--- src/rtl/mc_pkg.sv ---
// Shared types and encodings for the multicycle ARM-subset control unit.
package mc_pkg;

    typedef enum logic [3:0] {
        StFetch,
        StDecode,
        StMemAdr,
        StMemRd,
        StMemWb,
        StMemWr,
        StExecR,
        StExecI,
        StAluWb,
        StBranch
    } state_e;

    localparam logic [1:0] AluAdd = 2'b00;
    localparam logic [1:0] AluSub = 2'b01;
    localparam logic [1:0] AluAnd = 2'b10;
    localparam logic [1:0] AluOrr = 2'b11;

    localparam logic [1:0] ResAluOut    = 2'b00;
    localparam logic [1:0] ResData      = 2'b01;
    localparam logic [1:0] ResAluResult = 2'b10;

    localparam logic [1:0] SrcBRd2  = 2'b00;
    localparam logic [1:0] SrcBImm  = 2'b01;
    localparam logic [1:0] SrcBFour = 2'b10;

    localparam logic [1:0] OpDp     = 2'b00;
    localparam logic [1:0] OpMem    = 2'b01;
    localparam logic [1:0] OpBranch = 2'b10;
    localparam logic [1:0] OpNop    = 2'b11;

    localparam logic [3:0] CondEq = 4'b0000;
    localparam logic [3:0] CondNe = 4'b0001;
    localparam logic [3:0] CondCs = 4'b0010;
    localparam logic [3:0] CondCc = 4'b0011;
    localparam logic [3:0] CondMi = 4'b0100;
    localparam logic [3:0] CondPl = 4'b0101;
    localparam logic [3:0] CondVs = 4'b0110;
    localparam logic [3:0] CondVc = 4'b0111;
    localparam logic [3:0] CondHi = 4'b1000;
    localparam logic [3:0] CondLs = 4'b1001;
    localparam logic [3:0] CondGe = 4'b1010;
    localparam logic [3:0] CondLt = 4'b1011;
    localparam logic [3:0] CondGt = 4'b1100;
    localparam logic [3:0] CondLe = 4'b1101;
    localparam logic [3:0] CondAl = 4'b1110;
    localparam logic [3:0] CondNv = 4'b1111;

endpackage

--- src/rtl/mc_if.sv ---
// Control bundle between the multicycle controller (master) and the datapath (slave).
interface mc_if;
    logic [31:12] Instr;
    logic [3:0]   ALUFlags;
    logic         PCWrite;
    logic         AdrSrc;
    logic         MemWrite;
    logic         IRWrite;
    logic [1:0]   ResultSrc;
    logic         ALUSrcA;
    logic [1:0]   ALUSrcB;
    logic [1:0]   ALUControl;
    logic [1:0]   ImmSrc;
    logic [1:0]   RegSrc;
    logic         RegWrite;

    modport master (
        input  Instr, ALUFlags,
        output PCWrite, AdrSrc, MemWrite, IRWrite, ResultSrc, ALUSrcA, ALUSrcB,
               ALUControl, ImmSrc, RegSrc, RegWrite
    );

    modport slave (
        output Instr, ALUFlags,
        input  PCWrite, AdrSrc, MemWrite, IRWrite, ResultSrc, ALUSrcA, ALUSrcB,
               ALUControl, ImmSrc, RegSrc, RegWrite
    );
endinterface

--- src/rtl/mc_cond_unit.sv ---
// NZCV flag register and condition evaluation; condex_q is latched once per
// instruction and gates every conditional write that follows.
module mc_cond_unit
    import mc_pkg::*;
(
    input  logic       clk,
    input  logic       reset,
    input  logic [3:0] cond,
    input  logic [3:0] alu_flags,
    input  logic [1:0] flag_w,
    input  logic       cond_latch,
    output logic       condex_q
);

    logic [3:0] flags_q;
    logic       n, z, c, v;
    logic       condex;

    assign {n, z, c, v} = flags_q;

    always_comb begin
        condex = 1'b0;
        unique case (cond)
            CondEq:  condex = z;
            CondNe:  condex = !z;
            CondCs:  condex = c;
            CondCc:  condex = !c;
            CondMi:  condex = n;
            CondPl:  condex = !n;
            CondVs:  condex = v;
            CondVc:  condex = !v;
            CondHi:  condex = c && !z;
            CondLs:  condex = !c || z;
            CondGe:  condex = (n == v);
            CondLt:  condex = (n != v);
            CondGt:  condex = !z && (n == v);
            CondLe:  condex = z || (n != v);
            CondAl:  condex = 1'b1;
            default: condex = 1'b0;
        endcase
    end

    // flag_w is only non-zero in the execute states, so it doubles as the update enable.
    always_ff @(posedge clk or negedge reset) begin
        if (!reset) begin
            flags_q  <= 4'b0000;
            condex_q <= 1'b0;
        end else begin
            if (cond_latch) begin
                condex_q <= condex;
            end
            if (condex_q && flag_w[1]) begin
                flags_q[3:2] <= alu_flags[3:2];
            end
            if (condex_q && flag_w[0]) begin
                flags_q[1:0] <= alu_flags[1:0];
            end
        end
    end

endmodule

--- src/rtl/mc_controller.sv ---
// Multicycle control FSM: sequences fetch/decode/execute/memory/writeback and
// decodes ALU and datapath mux controls from the latched instruction.
module mc_controller
    import mc_pkg::*;
(
    input logic  clk,
    input logic  reset,
    mc_if.master bus
);

    state_e     state_q, state_d;
    logic [1:0] op;
    logic [5:0] funct;
    logic [3:0] rd;
    logic       unused_rn;

    logic       regw, memw, nextpc, branch, aluop;
    logic       pcs, condex_q;
    logic [1:0] flag_w;
    logic [1:0] alu_control;
    logic       adr_src, ir_write, alu_src_a;
    logic [1:0] result_src, alu_src_b;

    assign op        = bus.Instr[27:26];
    assign funct     = bus.Instr[25:20];
    assign rd        = bus.Instr[15:12];
    assign unused_rn = ^bus.Instr[19:16];

    always_ff @(posedge clk or negedge reset) begin
        if (!reset) begin
            state_q <= StFetch;
        end else begin
            state_q <= state_d;
        end
    end

    always_comb begin
        state_d = state_q;
        unique case (state_q)
            StFetch:  state_d = StDecode;
            StDecode: begin
                case (op)
                    OpMem:    state_d = StMemAdr;
                    OpDp:     state_d = funct[5] ? StExecI : StExecR;
                    OpBranch: state_d = StBranch;
                    default:  state_d = StFetch;
                endcase
            end
            StMemAdr: state_d = funct[0] ? StMemRd : StMemWr;
            StMemRd:  state_d = StMemWb;
            StExecR:  state_d = StAluWb;
            StExecI:  state_d = StAluWb;
            default:  state_d = StFetch;
        endcase
    end

    always_comb begin
        regw       = 1'b0;
        memw       = 1'b0;
        nextpc     = 1'b0;
        branch     = 1'b0;
        aluop      = 1'b0;
        adr_src    = 1'b0;
        ir_write   = 1'b0;
        alu_src_a  = 1'b0;
        result_src = ResAluOut;
        alu_src_b  = SrcBRd2;
        unique case (state_q)
            StFetch: begin
                ir_write   = 1'b1;
                alu_src_a  = 1'b1;
                alu_src_b  = SrcBFour;
                result_src = ResAluResult;
                nextpc     = 1'b1;
            end
            StDecode: begin
                alu_src_a  = 1'b1;
                alu_src_b  = SrcBFour;
                result_src = ResAluResult;
            end
            StMemAdr: alu_src_b = SrcBImm;
            StMemRd:  adr_src = 1'b1;
            StMemWb: begin
                result_src = ResData;
                regw       = 1'b1;
            end
            StMemWr: begin
                adr_src = 1'b1;
                memw    = 1'b1;
            end
            StExecR:  aluop = 1'b1;
            StExecI: begin
                alu_src_b = SrcBImm;
                aluop     = 1'b1;
            end
            StAluWb:  regw = 1'b1;
            StBranch: begin
                alu_src_b  = SrcBImm;
                result_src = ResAluResult;
                branch     = 1'b1;
            end
            default: ;
        endcase
    end

    // Unrecognised ALU functions fall back to ADD and never touch the flags.
    always_comb begin
        alu_control = AluAdd;
        flag_w      = 2'b00;
        if (aluop) begin
            case (funct[4:1])
                4'b0100: begin
                    alu_control = AluAdd;
                    flag_w      = {funct[0], funct[0]};
                end
                4'b0010: begin
                    alu_control = AluSub;
                    flag_w      = {funct[0], funct[0]};
                end
                4'b0000: begin
                    alu_control = AluAnd;
                    flag_w      = {funct[0], 1'b0};
                end
                4'b1100: begin
                    alu_control = AluOrr;
                    flag_w      = {funct[0], 1'b0};
                end
                default: begin
                    alu_control = AluAdd;
                    flag_w      = 2'b00;
                end
            endcase
        end
    end

    mc_cond_unit u_cond (
        .clk        (clk),
        .reset      (reset),
        .cond       (bus.Instr[31:28]),
        .alu_flags  (bus.ALUFlags),
        .flag_w     (flag_w),
        .cond_latch (state_q == StDecode),
        .condex_q   (condex_q)
    );

    assign pcs = (regw && (rd == 4'd15)) || branch;

    assign bus.PCWrite    = nextpc || (pcs && condex_q);
    assign bus.RegWrite   = regw && condex_q;
    assign bus.MemWrite   = memw && condex_q;
    assign bus.AdrSrc     = adr_src;
    assign bus.IRWrite    = ir_write;
    assign bus.ResultSrc  = result_src;
    assign bus.ALUSrcA    = alu_src_a;
    assign bus.ALUSrcB    = alu_src_b;
    assign bus.ALUControl = alu_control;
    assign bus.ImmSrc     = op;
    assign bus.RegSrc     = {op == OpMem, op == OpBranch};

endmodule

--- src/flat_wrapper.sv ---
// flat-port wrapper written by rule: the top's interface ports become plain ports
module mc_controller_flat import mc_pkg::*;
  (clk, reset, bus_Instr, bus_ALUFlags, bus_PCWrite, bus_AdrSrc, bus_MemWrite, bus_IRWrite, bus_ResultSrc, bus_ALUSrcA, bus_ALUSrcB, bus_ALUControl, bus_ImmSrc, bus_RegSrc, bus_RegWrite);
  mc_if bus_i ();
  input logic clk;
  input logic reset;
  input wire logic [$bits(bus_i.Instr)-1:0] bus_Instr;
  input wire logic [$bits(bus_i.ALUFlags)-1:0] bus_ALUFlags;
  output wire logic [$bits(bus_i.PCWrite)-1:0] bus_PCWrite;
  output wire logic [$bits(bus_i.AdrSrc)-1:0] bus_AdrSrc;
  output wire logic [$bits(bus_i.MemWrite)-1:0] bus_MemWrite;
  output wire logic [$bits(bus_i.IRWrite)-1:0] bus_IRWrite;
  output wire logic [$bits(bus_i.ResultSrc)-1:0] bus_ResultSrc;
  output wire logic [$bits(bus_i.ALUSrcA)-1:0] bus_ALUSrcA;
  output wire logic [$bits(bus_i.ALUSrcB)-1:0] bus_ALUSrcB;
  output wire logic [$bits(bus_i.ALUControl)-1:0] bus_ALUControl;
  output wire logic [$bits(bus_i.ImmSrc)-1:0] bus_ImmSrc;
  output wire logic [$bits(bus_i.RegSrc)-1:0] bus_RegSrc;
  output wire logic [$bits(bus_i.RegWrite)-1:0] bus_RegWrite;
  assign bus_i.Instr = bus_Instr;
  assign bus_i.ALUFlags = bus_ALUFlags;
  assign bus_PCWrite = bus_i.PCWrite;
  assign bus_AdrSrc = bus_i.AdrSrc;
  assign bus_MemWrite = bus_i.MemWrite;
  assign bus_IRWrite = bus_i.IRWrite;
  assign bus_ResultSrc = bus_i.ResultSrc;
  assign bus_ALUSrcA = bus_i.ALUSrcA;
  assign bus_ALUSrcB = bus_i.ALUSrcB;
  assign bus_ALUControl = bus_i.ALUControl;
  assign bus_ImmSrc = bus_i.ImmSrc;
  assign bus_RegSrc = bus_i.RegSrc;
  assign bus_RegWrite = bus_i.RegWrite;
  mc_controller u_core (.clk(clk), .reset(reset), .bus(bus_i));
endmodule
--- config.mk ---
export PLATFORM = sky130hd
export DESIGN_NAME = mc_controller_flat
export DESIGN_NICKNAME = d
export VERILOG_FILES = /design/src/rtl/mc_pkg.sv /design/src/rtl/mc_if.sv /design/src/rtl/mc_cond_unit.sv /design/src/rtl/mc_controller.sv /design/src/flat_wrapper.sv
export SDC_FILE = /design/constraint.sdc
export NUM_CORES = 1
export LEC_CHECK = 0
export BUFFER_PORTS_ARGS = -buffer_cell sky130_fd_sc_hd__buf_2
export CORE_AREA = 2 2 50 52
export CTS_CLUSTER_SIZE = 28
export DETAILED_ROUTE_END_ITERATION = 8
export DIE_AREA = 0 0 52 54
export GPL_TIMING_DRIVEN = 0
export HOLD_SLACK_MARGIN = 0.1
export PLACE_DENSITY = 0.73
export REMOVE_ABC_BUFFERS = 1
export SLEW_MARGIN = 30
export SYNTH_ARGS = -nofsm -noshare
export SYNTH_HDL_FRONTEND = slang
export SYNTH_SLANG_ARGS = --single-unit
--- constraint.sdc ---
create_clock -name clk -period 1.45 [get_ports clk]
set_input_delay 0.435 -clock clk [delete_from_list [all_inputs] [get_ports clk]]
set_output_delay 0.435 -clock clk [all_outputs]
set_load 0.02 [all_outputs]
Yosys cells after proc, flatten, opt, wreduce, memory -nomap -nowiden
Cells that the tools add are included.
- register bits: 9
- latch bits: 0
- memory bits (writable): 0
- memory bits (read-only): 0
- input bits: 26
- output and inout port bits: 16
- word-level logic and storage cells: 81
- memories: 0
- $add $sub $neg: 0
- $mul: 0
- divide/modulo/power cells: 0
- magnitude comparators: 0
- eq/ne operators: 31
- shift-type cells: 0
- multiplexer cells: 18
- bitwise operators: 0
- reduce and logical (&&, ||, !) cells: 28
- operator list (cell ; count):
    equality test 4 bit (second input constant) ; 11
    equality test 4 x 3 -> 1 bit (second input constant) ; 9
    equality test 4 x 2 -> 1 bit (second input constant) ; 5
    case mux 4 bit (5 select lines) ; 1
    case mux 1 bit (15 select lines) ; 1
    logical NOT 4 bit ; 3
    case mux 2 bit (2 select lines) ; 3
    case mux 4 bit (3 select lines) ; 1
    OR reduction 2 bit ; 6
    equality test 4 x 1 -> 1 bit (second input constant) ; 2
    logical AND 1 bit ; 8
    two-way mux 1 bit ; 8
    case mux 2 bit (3 select lines) ; 1
    OR reduction 3 bit ; 2
    logical NOT 1 bit ; 4
    logical OR 1 bit ; 4
    two-way mux 2 bit ; 2
    two-way mux 3 bit ; 1
    equality test 2 x 1 -> 1 bit (second input constant) ; 1
    equality test 2 bit (second input constant) ; 1
    logical NOT 2 bit ; 1
    equality test 1 bit ; 1
    inequality test 1 bit ; 1

Depth between registers and ports, before layout
Gate-level depths: netlist (run 1).
- word-level depth: 7
- depth in mapped cells: 5
- mapped depth without buffers: 4

By module
Synthesis (run 1) repeated with hierarchy kept, for this count alone.
- cells, all modules: 108
- area total of the unflattened synthesis: 899.6 um2
- by module, submodules not included (module ; instances ; cells each ; area each (um2) ; seq. area each (um2)):
    mc_controller ; 1 ; 64 ; 473.0 ; 100.1
    mc_cond_unit ; 1 ; 44 ; 426.7 ; 125.1

Least setup slack after synthesis (run 1)
No wires, ideal clock.
- path type: flip-flop to output port
- from: register u_core.state_q[3]
- to: output port bus_ALUControl[1]
- data arrival time: 1.507 ns
- required time: 1.015 ns
- setup slack: -0.492 ns
- cell stages (with the launch flop): 5
- buffers on the path: 1
- cell sequence: dfrtp_1 -> buf_2 -> and2b_1 -> nand2_1 -> nor4_1
- cells in the longest elaborated chain, start to end: 4
- elaborated cells between the ends (all ways): 5
- classes of those cells: eq/ne: 2; mux: 2; reduce/logical: 1
- ends and longest elaborated chain (element ; RTL line ; text):
    start, declared ; mc_controller.sv:11 ; state_e state_q, state_d;
    start signal, assigned ; mc_controller.sv:31 ; state_q <= StFetch;
    start signal, assigned ; mc_controller.sv:33 ; state_q <= state_d;
    equality test 4 x 3 -> 1 bit ; mc_controller.sv:68 ; unique case (state_q)
    OR reduction 2 bit (no line) (*) ; n/a ;
    two-way mux 1 bit (*) ; mc_controller.sv:68 ;
    two-way mux 2 bit (*) ; mc_controller.sv:110 ; if (aluop) begin
    end, declared ; flat_wrapper.sv:16 ; output wire logic [$bits(bus_i.ALUControl)-1:0] bus_ALUControl;
Mark *: on every way between the ends. The rest lies on a longest branch, timed or not.

Worst setup path after layout (run 1)
- from: register u_core.state_q[3]
- to: output port bus_PCWrite
- cells in the longest elaborated chain, start to end: 7
- elaborated cells between the ends (all ways): 12
- classes of those cells: eq/ne: 3; mux: 3; reduce/logical: 6
- ends and longest elaborated chain (element ; RTL line ; text):
    equality test 4 bit / equality test 4 x 3 -> 1 bit (equally long branches) ; mc_controller.sv:68 ;
    OR reduction 2 bit (no line) ; n/a ;
    two-way mux 1 bit ; mc_controller.sv:68 ;
    logical AND 1 bit ; mc_controller.sv:146 ; assign pcs = (regw && (rd == 4'd15)) || branch;
    logical OR 1 bit ; mc_controller.sv:146 ;
    logical AND 1 bit ; mc_controller.sv:148 ; assign bus.PCWrite = nextpc || (pcs && condex_q);
    logical OR 1 bit (*) ; mc_controller.sv:148 ;
    end, declared ; flat_wrapper.sv:9 ; output wire logic [$bits(bus_i.PCWrite)-1:0] bus_PCWrite;
Marks and branches as above.

==> flow_metrics.env, run 1 <==
export IMPL_status="finished, violations left"
export IMPL_violations="negative setup slack"
export IMPL_dp_cells=166
export IMPL_clock_skew_ns=0.00451
export IMPL_avgRoutedWirePerCell_um=13.8
export IMPL_yosysMostFrequentCell="nor2_1"
export IMPL_fin_nets=188
export IMPL_dieHeight_um=54
export IMPL_antenna_found_initial=0
export IMPL_setup_slack_ns=-0.381
export IMPL_grt_pass1_wl_um=4150
export IMPL_vias=1066
export IMPL_synth_avg_cell_area_sq_um=8.12
export IMPL_via_per_inst=5.58
export IMPL_cts_sinks=9
export IMPL_grt_max_degree=15
export IMPL_dr_wl_met3_um=137
export IMPL_start_kind="flip-flop"
export IMPL_cts_tree="built"
export IMPL_finalPower_uw=2540
export IMPL_clockBufferDepth=2
export IMPL_clockRootBuffer="clkbuf_4"
export IMPL_synth_top_area_cell="dfrtp_1"
export IMPL_io_pins=42
export IMPL_gr_total_overflow=0
export IMPL_setup_viol=17
export IMPL_setup_tns_final_ns=-4.54
export IMPL_synthTopCellsByCount="10 x nor2_1, 9 x dfrtp_1, 6 x nor2b_1"
export IMPL_first_global_vias=1020
export IMPL_core_area_sq_um=2320
export IMPL_reg2reg_depth=4
export IMPL_hold_viol=0
export IMPL_layout_min_cycle_time_ns=1.83
export IMPL_first_pass_iters=6
export IMPL_initial_utilization_pct=38.8
export IMPL_drive_gt1_share_pct=56.5
export IMPL_met2WireLength_um=1370
export IMPL_max_freq_mhz=546
export IMPL_numCtsBuffers=3
export IMPL_ys_seq_area_share_pct=25.0
export IMPL_met1_length_um=1080
export IMPL_track_usage_pct=19.7
export IMPL_clkSlewWorstSetupHoldPaths_ns=0.06
export IMPL_endpoint_kind="output pin"
export IMPL_cts_htree_levels=1
export IMPL_rows=18
export IMPL_portBuffers=37
export IMPL_async_flop_share_pct=100
export IMPL_cap_violations=0
export IMPL_syn_inst=111
export IMPL_crit_arrival_ns=1.40
export IMPL_diodes=0
export IMPL_initialDrtViolationCount=14
export IMPL_netlist_area_sq_um=901
export IMPL_ir_drop_v=0.00155
export IMPL_crit_fanout=7
export IMPL_clk_insertion_delay_late_ns=0.25
export IMPL_globalplace_congestion=0.841
export IMPL_hold_class="in -> reg"
export IMPL_die_x_um=52
export IMPL_power_density_nw_per_um2=1750
export IMPL_antenna_left=0
export IMPL_routed_wl_um=2640
export IMPL_synth_top_area_share_pct=25.0
export IMPL_synth_warnings=0
export IMPL_ys_ff_latch=9
export IMPL_crit_type="reg -> out"
export IMPL_synth_main_ff_cell="dfrtp_1"
export IMPL_layoutNonFillerInstCount=191
export IMPL_relSlewSlack_pct=77.4
export IMPL_top_layer_used="met4"
export IMPL_synth_edf_count=0
export IMPL_ys_top_cells_by_area="dfrtp_1 25%, mux2_2 5.0%, nor2_1 4.2%, nor2b_1 4.2%, xnor2_1 3.9%"
export IMPL_worstMarginPinSlew_ns=0.338
export IMPL_p_leak_uw=0.000630
export IMPL_fin_crit_sh_pct=126
export IMPL_worstPathRequired_ns=1.02
export IMPL_rsz0062_at_grt="true"
export IMPL_synth_cell_types=44
export IMPL_dp_hpwl_um=1660
export IMPL_dieArea_sq_um=2810
export IMPL_hold_path_depth=2
export IMPL_drc=0
export IMPL_syn_to_final_growth_pct=60.8
export IMPL_final_max_slew_violation_count=0
[critical path, stage by stage (launching register included)]
cell,delay [ns]
dfrtp_2,0.42
buf_8,0.15
nor2_4,0.10
nand2_1,0.05
o22a_1,0.19
nor2_1,0.08
buf_4,0.14
[cells by family after synthesis]
kind of cell | count (synthesis) | share of synthesized area, %
AO/OA/AOI/OAI | 25 | 20.7
XOR/XNOR | 5 | 4.86
buffers and inverters | 15 | 8.19
flip-flops | 9 | 25.0
multiplexers | 6 | 7.22
AND/OR/NAND/NOR | 51 | 34.0
[report_power, final]
group	leakage [uW]	internal, uW	total [uW]	switching (uW)
clock	0.0000177	101	186	84.1
sequential	0.000110	347	472	125
combinational	0.000502	991	1880	893
[placed cells by master (no fill, tap or decap), types with 2 or more instances in the layout]
cell type / instances
nand3_1: 2
nor2b_1: 5
nor3b_2: 2
clkbuf_4: 3
xnor2_1: 3
nor3_1: 3
dfrtp_2: 6
mux2i_1: 2
a211oi_1: 2
dfrtp_1: 3
nand2b_1: 3
buf_2: 27
nand4_1: 3
a31oi_1: 4
mux2_4: 3
inv_1: 2
nand3b_1: 2
a21oi_1: 4
buf_6: 10
buf_4: 18
nor2_1: 7
nor3_2: 2
nor2_2: 2
o21ai_0: 3
nor3b_1: 2
nand2_1: 4
[final cells by class]
cell class              count  area, sq um
flip-flops and latches      9          233
clock buffers               3         22.5
inverters                   3         13.8
fillers                   188          871
multi-input cells          87          709
repair buffers             58          428
well taps                  30         37.5
clock inverters             1         5.00
[layer usage]
| layer | track usage (%) | up-vias |
|---|---|---|
| li1 | - | 517 |
| met1 | 21.2 | 506 |
| met2 | 37.1 | 35 |
| met3 | 3.06 | 8 |
| met4 | 10.1 | 0 |
| met5 | 0 | - |
[final timing paths]
kind                                                      start                                   end  slack, ns
setup reg to reg                    u_core.state_q[3]$_DFF_PN0_  u_core.u_cond.flags_q[1]$_DFFE_PN0P_      -0.19
min in group asynchronous                                 reset           u_core.state_q[1]$_DFF_PN0_       0.56
hold reg to reg            u_core.u_cond.flags_q[3]$_DFFE_PN0P_  u_core.u_cond.flags_q[3]$_DFFE_PN0P_       0.57
hold / removal                                  bus_ALUFlags[2]  u_core.u_cond.flags_q[2]$_DFFE_PN0P_       0.41
setup / recovery                    u_core.state_q[3]$_DFF_PN0_                           bus_PCWrite      -0.38
max in group asynchronous                                 reset  u_core.u_cond.flags_q[0]$_DFFE_PN0P_       0.70
[timing repair]
item | in CTS | in global routing
hold buffers | 1 | 0
resized for setup | 36 | 18
buffers inserted | 16 | 6
endpoints found under the hold margin | 9 | 0
gates cloned | 0 | 0
endpoints found under the setup margin | 17 | 18
pin swaps | 13 | 8
[registers in the layout, summed over array words and instances (netlist names)]
register                count
u_core.state_q              4
u_core.u_cond.condex_q      1
u_core.u_cond.flags_q       4
[stage by stage]
step	hold slack (ns)	utilization [%]	worst slack, ns	cell area (sq um)
global route	0.413	62.5	-0.480	1450
floorplan	0.139	-	-0.579	838
CTS	0.406	57.9	-0.407	1340
global placement	0.286	45.7	-0.423	1060
detailed placement	0.292	45.7	-0.458	1060
finish	0.415	62.5	-0.381	1450
Note: power is estimated with default switching activity, not from simulation.
==> inputs of run 2 (changes only) <==
SETUP_SLACK_MARGIN = 0.02   (was not set)
==> flow_metrics.env, run 2 (synthesized netlist as in run 1, its figures left out) <==
export IMPL_start_kind="flip-flop"
export IMPL_clockBufferDepth=2
export IMPL_grt_pass1_wl_um=4150
export IMPL_first_pass_iters=6
export IMPL_initial_utilization_pct=38.8
export IMPL_violations="negative setup slack"
export IMPL_vias=1066
export IMPL_grt_max_degree=15
export IMPL_ir_drop_v=0.00155
export IMPL_globalplace_congestion=0.841
export IMPL_initialDrtViolationCount=14
export IMPL_core_area_sq_um=2320
export IMPL_diodes=0
export IMPL_fin_crit_sh_pct=126
export IMPL_setup_viol=17
export IMPL_die_x_um=52
export IMPL_crit_type="reg -> out"
export IMPL_gr_total_overflow=0
export IMPL_cts_tree="built"
export IMPL_clock_skew_ns=0.00451
export IMPL_cap_violations=0
export IMPL_crit_fanout=7
export IMPL_relSlewSlack_pct=77.4
export IMPL_clk_insertion_delay_late_ns=0.25
export IMPL_clkSlewWorstSetupHoldPaths_ns=0.06
export IMPL_rows=18
export IMPL_worstPathRequired_ns=1.02
export IMPL_numCtsBuffers=3
export IMPL_place_ws_ns=-0.458
export IMPL_setup_slack_ns=-0.381
export IMPL_dp_hpwl_um=1660
export IMPL_layout_min_cycle_time_ns=1.83
export IMPL_layout_commonest_cell="buf_2"
export IMPL_crit_arrival_ns=1.40
export IMPL_avgRoutedWirePerCell_um=13.8
export IMPL_first_global_vias=1020
export IMPL_status="finished, violations left"
export IMPL_hold_class="in -> reg"
export IMPL_final_max_slew_violation_count=0
export IMPL_clockRootBuffer="clkbuf_4"
export IMPL_reg_largest_list="u_core.state_q: 4 flops, u_core.u_cond.flags_q: 4 flops, u_core.u_cond.condex_q: 1 flops"
export IMPL_drive_gt1_share_pct=56.5
export IMPL_cts_htree_levels=1
export IMPL_p_leak_uw=0.000630
export IMPL_routed_wl_um=2630
export IMPL_cts_sinks=9
export IMPL_dieArea_sq_um=2810
export IMPL_rsz0062_at_grt="true"
export IMPL_io_pins=42
export IMPL_power_density_nw_per_um2=1750
export IMPL_endpoint_kind="output pin"
export IMPL_via_per_inst=5.58
export IMPL_fin_nets=188
export IMPL_whs_ns=0.415
export IMPL_antenna_left=0
export IMPL_max_freq_mhz=546
export IMPL_drc=0
export IMPL_hold_viol=0
export IMPL_antenna_found_initial=0
export IMPL_worstMarginPinSlew_ns=0.338
export IMPL_portBuffers=37
export IMPL_track_usage_pct=19.7
export IMPL_layout_common_cells="27 x buf_2, 18 x buf_4, 10 x buf_6, 7 x nor2_1, 6 x dfrtp_2"
export IMPL_dieHeight_um=54
export IMPL_syn_to_final_growth_pct=60.8
-- run 2: cell counts in the layout (fill, tap and decap cells not counted) --
No cell type changed its count.
-- run 2: power by group --
| group | switching (uW) | leakage [uW] | total [uW] | internal, uW |
|---|---|---|---|---|
| clock | 84.1 | 0.0000177 | 186 | 101 |
| combinational | 893 | 0.000502 | 1890 | 992 |
| sequential | 125 | 0.000110 | 472 | 347 |
-- run 2: worst paths after layout --
| path | from | to | slack, ns | depth (start not counted) |
|---|---|---|---|---|
| setup / recovery | u_core.state_q[3]$_DFF_PN0_ | bus_PCWrite | -0.38 | 6 |
| hold / removal | bus_ALUFlags[2] | u_core.u_cond.flags_q[2]$_DFFE_PN0P_ | 0.41 | 2 |
| setup reg to reg | u_core.state_q[3]$_DFF_PN0_ | u_core.u_cond.flags_q[1]$_DFFE_PN0P_ | -0.19 | 4 |
| hold reg to reg | u_core.u_cond.flags_q[3]$_DFFE_PN0P_ | u_core.u_cond.flags_q[3]$_DFFE_PN0P_ | 0.57 | 1 |
| max in group asynchronous | reset | u_core.u_cond.flags_q[0]$_DFFE_PN0P_ | 0.70 | 2 |
| min in group asynchronous | reset | u_core.state_q[1]$_DFF_PN0_ | 0.56 | 2 |
-- run 2: layer usage --
metal  vias up  track usage, %  wire [um]
li1        517               -          -
met1       506            21.2       1080
met2        35            37.1       1370
met3         8            3.06        140
met4         0            10.1         45
met5         -               0          0
-- run 2: cell type report --
cell class	instances	area (sq um)
fillers	188	871
multi-input cells	87	709
repair buffers	58	428
flip-flops and latches	9	233
well taps	30	37.5
clock buffers	3	22.5
inverters	3	13.8
clock inverters	1	5.00
-- run 2: stage by stage --
step	cells	instance area (sq um)	TNS (ns)	utilization [%]	power, uW
2_1_floorplan	99	838	-3.30	-	1220
3_3_place_gp	166	1060	-3.74	45.7	1520
3_5_place_dp	166	1060	-4.20	45.7	1550
4_1_cts	186	1340	-4.39	57.9	2320
5_1_grt	191	1450	-5.61	62.5	2710
6_report	191	1450	-4.55	62.5	2540
-- run 2: timing repair --
| item | CTS | global route |
|---|---|---|
| buffers inserted | 16 | 6 |
| hold buffers | 1 | 0 |
| gates resized for setup | 36 | 19 |
| hold endpoints to repair | 9 | 0 |
| endpoints found under the setup margin | 17 | 18 |
| pin swaps | 13 | 8 |
-- run 2: critical path: stages, from the launching register on --
cell	delay, ns
dfrtp_2	0.42
buf_8	0.15
nor2_4	0.10
nand2_1	0.05
o22a_1	0.19
nor2_1	0.08
buf_4	0.14
==> inputs of run 3 (changes only) <==
SETUP_SLACK_MARGIN = 0.1   (was 0.02)
==> flow_metrics.env, run 3 (synthesized netlist as in run 1, its figures left out) <==
export IMPL_status="finished, violations left"
export IMPL_violations="negative setup slack"
export IMPL_layout_min_cycle_time_ns=1.87
export IMPL_track_usage_pct=19.7
export IMPL_n_fill_cell=185
export IMPL_antenna_found_initial=0
export IMPL_r2r_end="u_core.u_cond.flags_q[1]$_DFFE_PN0P_"
export IMPL_initial_utilization_pct=38.8
export IMPL_endpoint_kind="output pin"
export IMPL_reg2reg_slack_ns=-0.21
export IMPL_layout_commonest_cell="buf_2"
export IMPL_hold_path_depth=2
export IMPL_setup_viol=17
export IMPL_rsz0062_at_grt="true"
export IMPL_vias=1101
export IMPL_clock_skew_ns=0.00730
export IMPL_ir_drop_v=0.00155
export IMPL_hp_start="bus_ALUFlags[2]"
export IMPL_rr_startpoint="u_core.state_q[2]$_DFF_PN0_"
export IMPL_hold_class="in -> reg"
export IMPL_crit_arrival_ns=1.44
export IMPL_core_area_sq_um=2320
export IMPL_placedInstanceArea_sq_um=1060
export IMPL_reg2reg_depth=5
export IMPL_gr_total_overflow=0
export IMPL_layout_common_cells="24 x buf_2, 19 x buf_4, 11 x buf_6, 6 x nor2_1, 6 x dfrtp_2"
export IMPL_die_x_um=52
export IMPL_p_leak_uw=0.000635
export IMPL_syn_to_final_growth_pct=63.9
export IMPL_portBuffers=37
export IMPL_clockBufferDepth=2
export IMPL_cts_sinks=9
export IMPL_final_cell_area_sq_um=1480
export IMPL_dieArea_sq_um=2810
export IMPL_dp_hpwl_um=1660
export IMPL_routed_wl_um=2900
export IMPL_fin_nets=188
export IMPL_setup_tns_final_ns=-4.88
export IMPL_numCtsBuffers=3
export IMPL_crit_type="reg -> out"
export IMPL_initialDrtViolationCount=18
export IMPL_via_per_inst=5.76
export IMPL_seq_area_sq_um=233
export IMPL_antenna_left=0
export IMPL_crit_fanout=4
export IMPL_hold_viol=0
export IMPL_globalplace_congestion=0.841
export IMPL_start_kind="flip-flop"
export IMPL_grt_max_degree=15
export IMPL_multi_input_comb_area_sq_um=726
export IMPL_fin_crit_sh_pct=129
export IMPL_cap_violations=0
export IMPL_first_pass_iters=4
export IMPL_power_density_nw_per_um2=1760
export IMPL_dieHeight_um=54
export IMPL_clockRootBuffer="clkbuf_4"
export IMPL_clkSlewWorstSetupHoldPaths_ns=0.07
export IMPL_reg_largest_list="u_core.state_q: 4 flops, u_core.u_cond.flags_q: 4 flops, u_core.u_cond.condex_q: 1 flops"
export IMPL_io_pins=42
export IMPL_fin_util_pct=63.6
export IMPL_place_ws_ns=-0.458
export IMPL_relSlewSlack_pct=75.6
export IMPL_max_freq_mhz=534
export IMPL_cts_tree="built"
export IMPL_final_max_slew_violation_count=0
export IMPL_rows=18
export IMPL_cts_htree_levels=1
export IMPL_drc=0
export IMPL_min_to="u_core.u_cond.flags_q[2]$_DFFE_PN0P_"
export IMPL_first_global_vias=1020
export IMPL_setup_slack_ns=-0.424
export IMPL_diodes=0
export IMPL_avgRoutedWirePerCell_um=15.2
export IMPL_grt_pass1_wl_um=4150
export IMPL_worstPathRequired_ns=1.02
export IMPL_worstMarginPinSlew_ns=0.366
export IMPL_drive_gt1_share_pct=59.0
export IMPL_clk_insertion_delay_late_ns=0.26
==> run 3: cell count changes in the layout (fill, tap and decap cells not counted) <==
| cell | previous run | this run |
|---|---|---|
| o21ai_2 | 0 | 1 |
| nor2_1 | 7 | 6 |
| nor2_4 | 1 | 2 |
| o21ai_1 | 1 | 0 |
| buf_4 | 18 | 19 |
| nor2b_2 | 1 | 3 |
| buf_2 | 27 | 24 |
| clkbuf_4 | 3 | 4 |
| nor2b_1 | 5 | 3 |
| buf_6 | 10 | 11 |
==> run 3: worst max-delay path: stages, from the launching register on <==
cell and delay, ns:
dfrtp_2 0.43, buf_6 0.14, buf_6 0.12, xnor2_1 0.11
nor3_1 0.17, buf_2 0.20
==> run 3: repair_timing <==
item	in CTS	in global routing
hold buffers	1	0
endpoints found under the hold margin	9	0
pin swaps	13	11
gates resized for setup	36	28
setup buffers	16	6
setup endpoints to repair	18	20
==> run 3: area by class of cell <==
cell class / instances / share of cell area (%)
multi-input cells: 87 / 49.2
repair buffers: 58 / 29.7
flip-flops and latches: 9 / 15.8
well taps: 30 / 2.54
clock buffers: 3 / 1.53
inverters: 3 / 0.932
clock inverters: 1 / 0.339
==> run 3: worst max path at each step <==
stage                                   end  depth (start not counted)                   startpoint
after CTS                 bus_ALUControl[1]                          4  u_core.state_q[3]$_DFF_PN0_
final                            bus_AdrSrc                          5  u_core.state_q[2]$_DFF_PN0_
after global routing             bus_AdrSrc                          5  u_core.state_q[2]$_DFF_PN0_
after detailed placement  bus_ALUControl[1]                          4  u_core.state_q[1]$_DFF_PN0_
after global placement    bus_ALUControl[1]                          4  u_core.state_q[1]$_DFF_PN0_
after floorplan           bus_ALUControl[1]                          3  u_core.state_q[1]$_DFF_PN0_
==> run 3: metal layers <==
layer	track usage, %	vias up	part of all wire, %
met4	10.1	0	3.2
met3	3.06	19	5.9
li1	-	518	-
met2	37.1	54	53
met5	0	-	0
met1	21.2	510	38
==> run 3: power breakdown <==
part | total [uW] | internal (uW) | switching, uW
logic | 1930 | 1010 | 925
registers | 476 | 347 | 130
clock network | 191 | 102 | 89.3
total | 2600 | 1460 | 1140
==> run 3: metrics by stage <==
step / power (uW) / cells / hold WS (ns)
floorplan: 1220 / 99 / 0.139
global placement: 1520 / 166 / 0.286
detailed placement: 1550 / 166 / 0.292
CTS: 2320 / 186 / 0.406
global route: 2750 / 191 / 0.410
finish: 2600 / 191 / 0.413
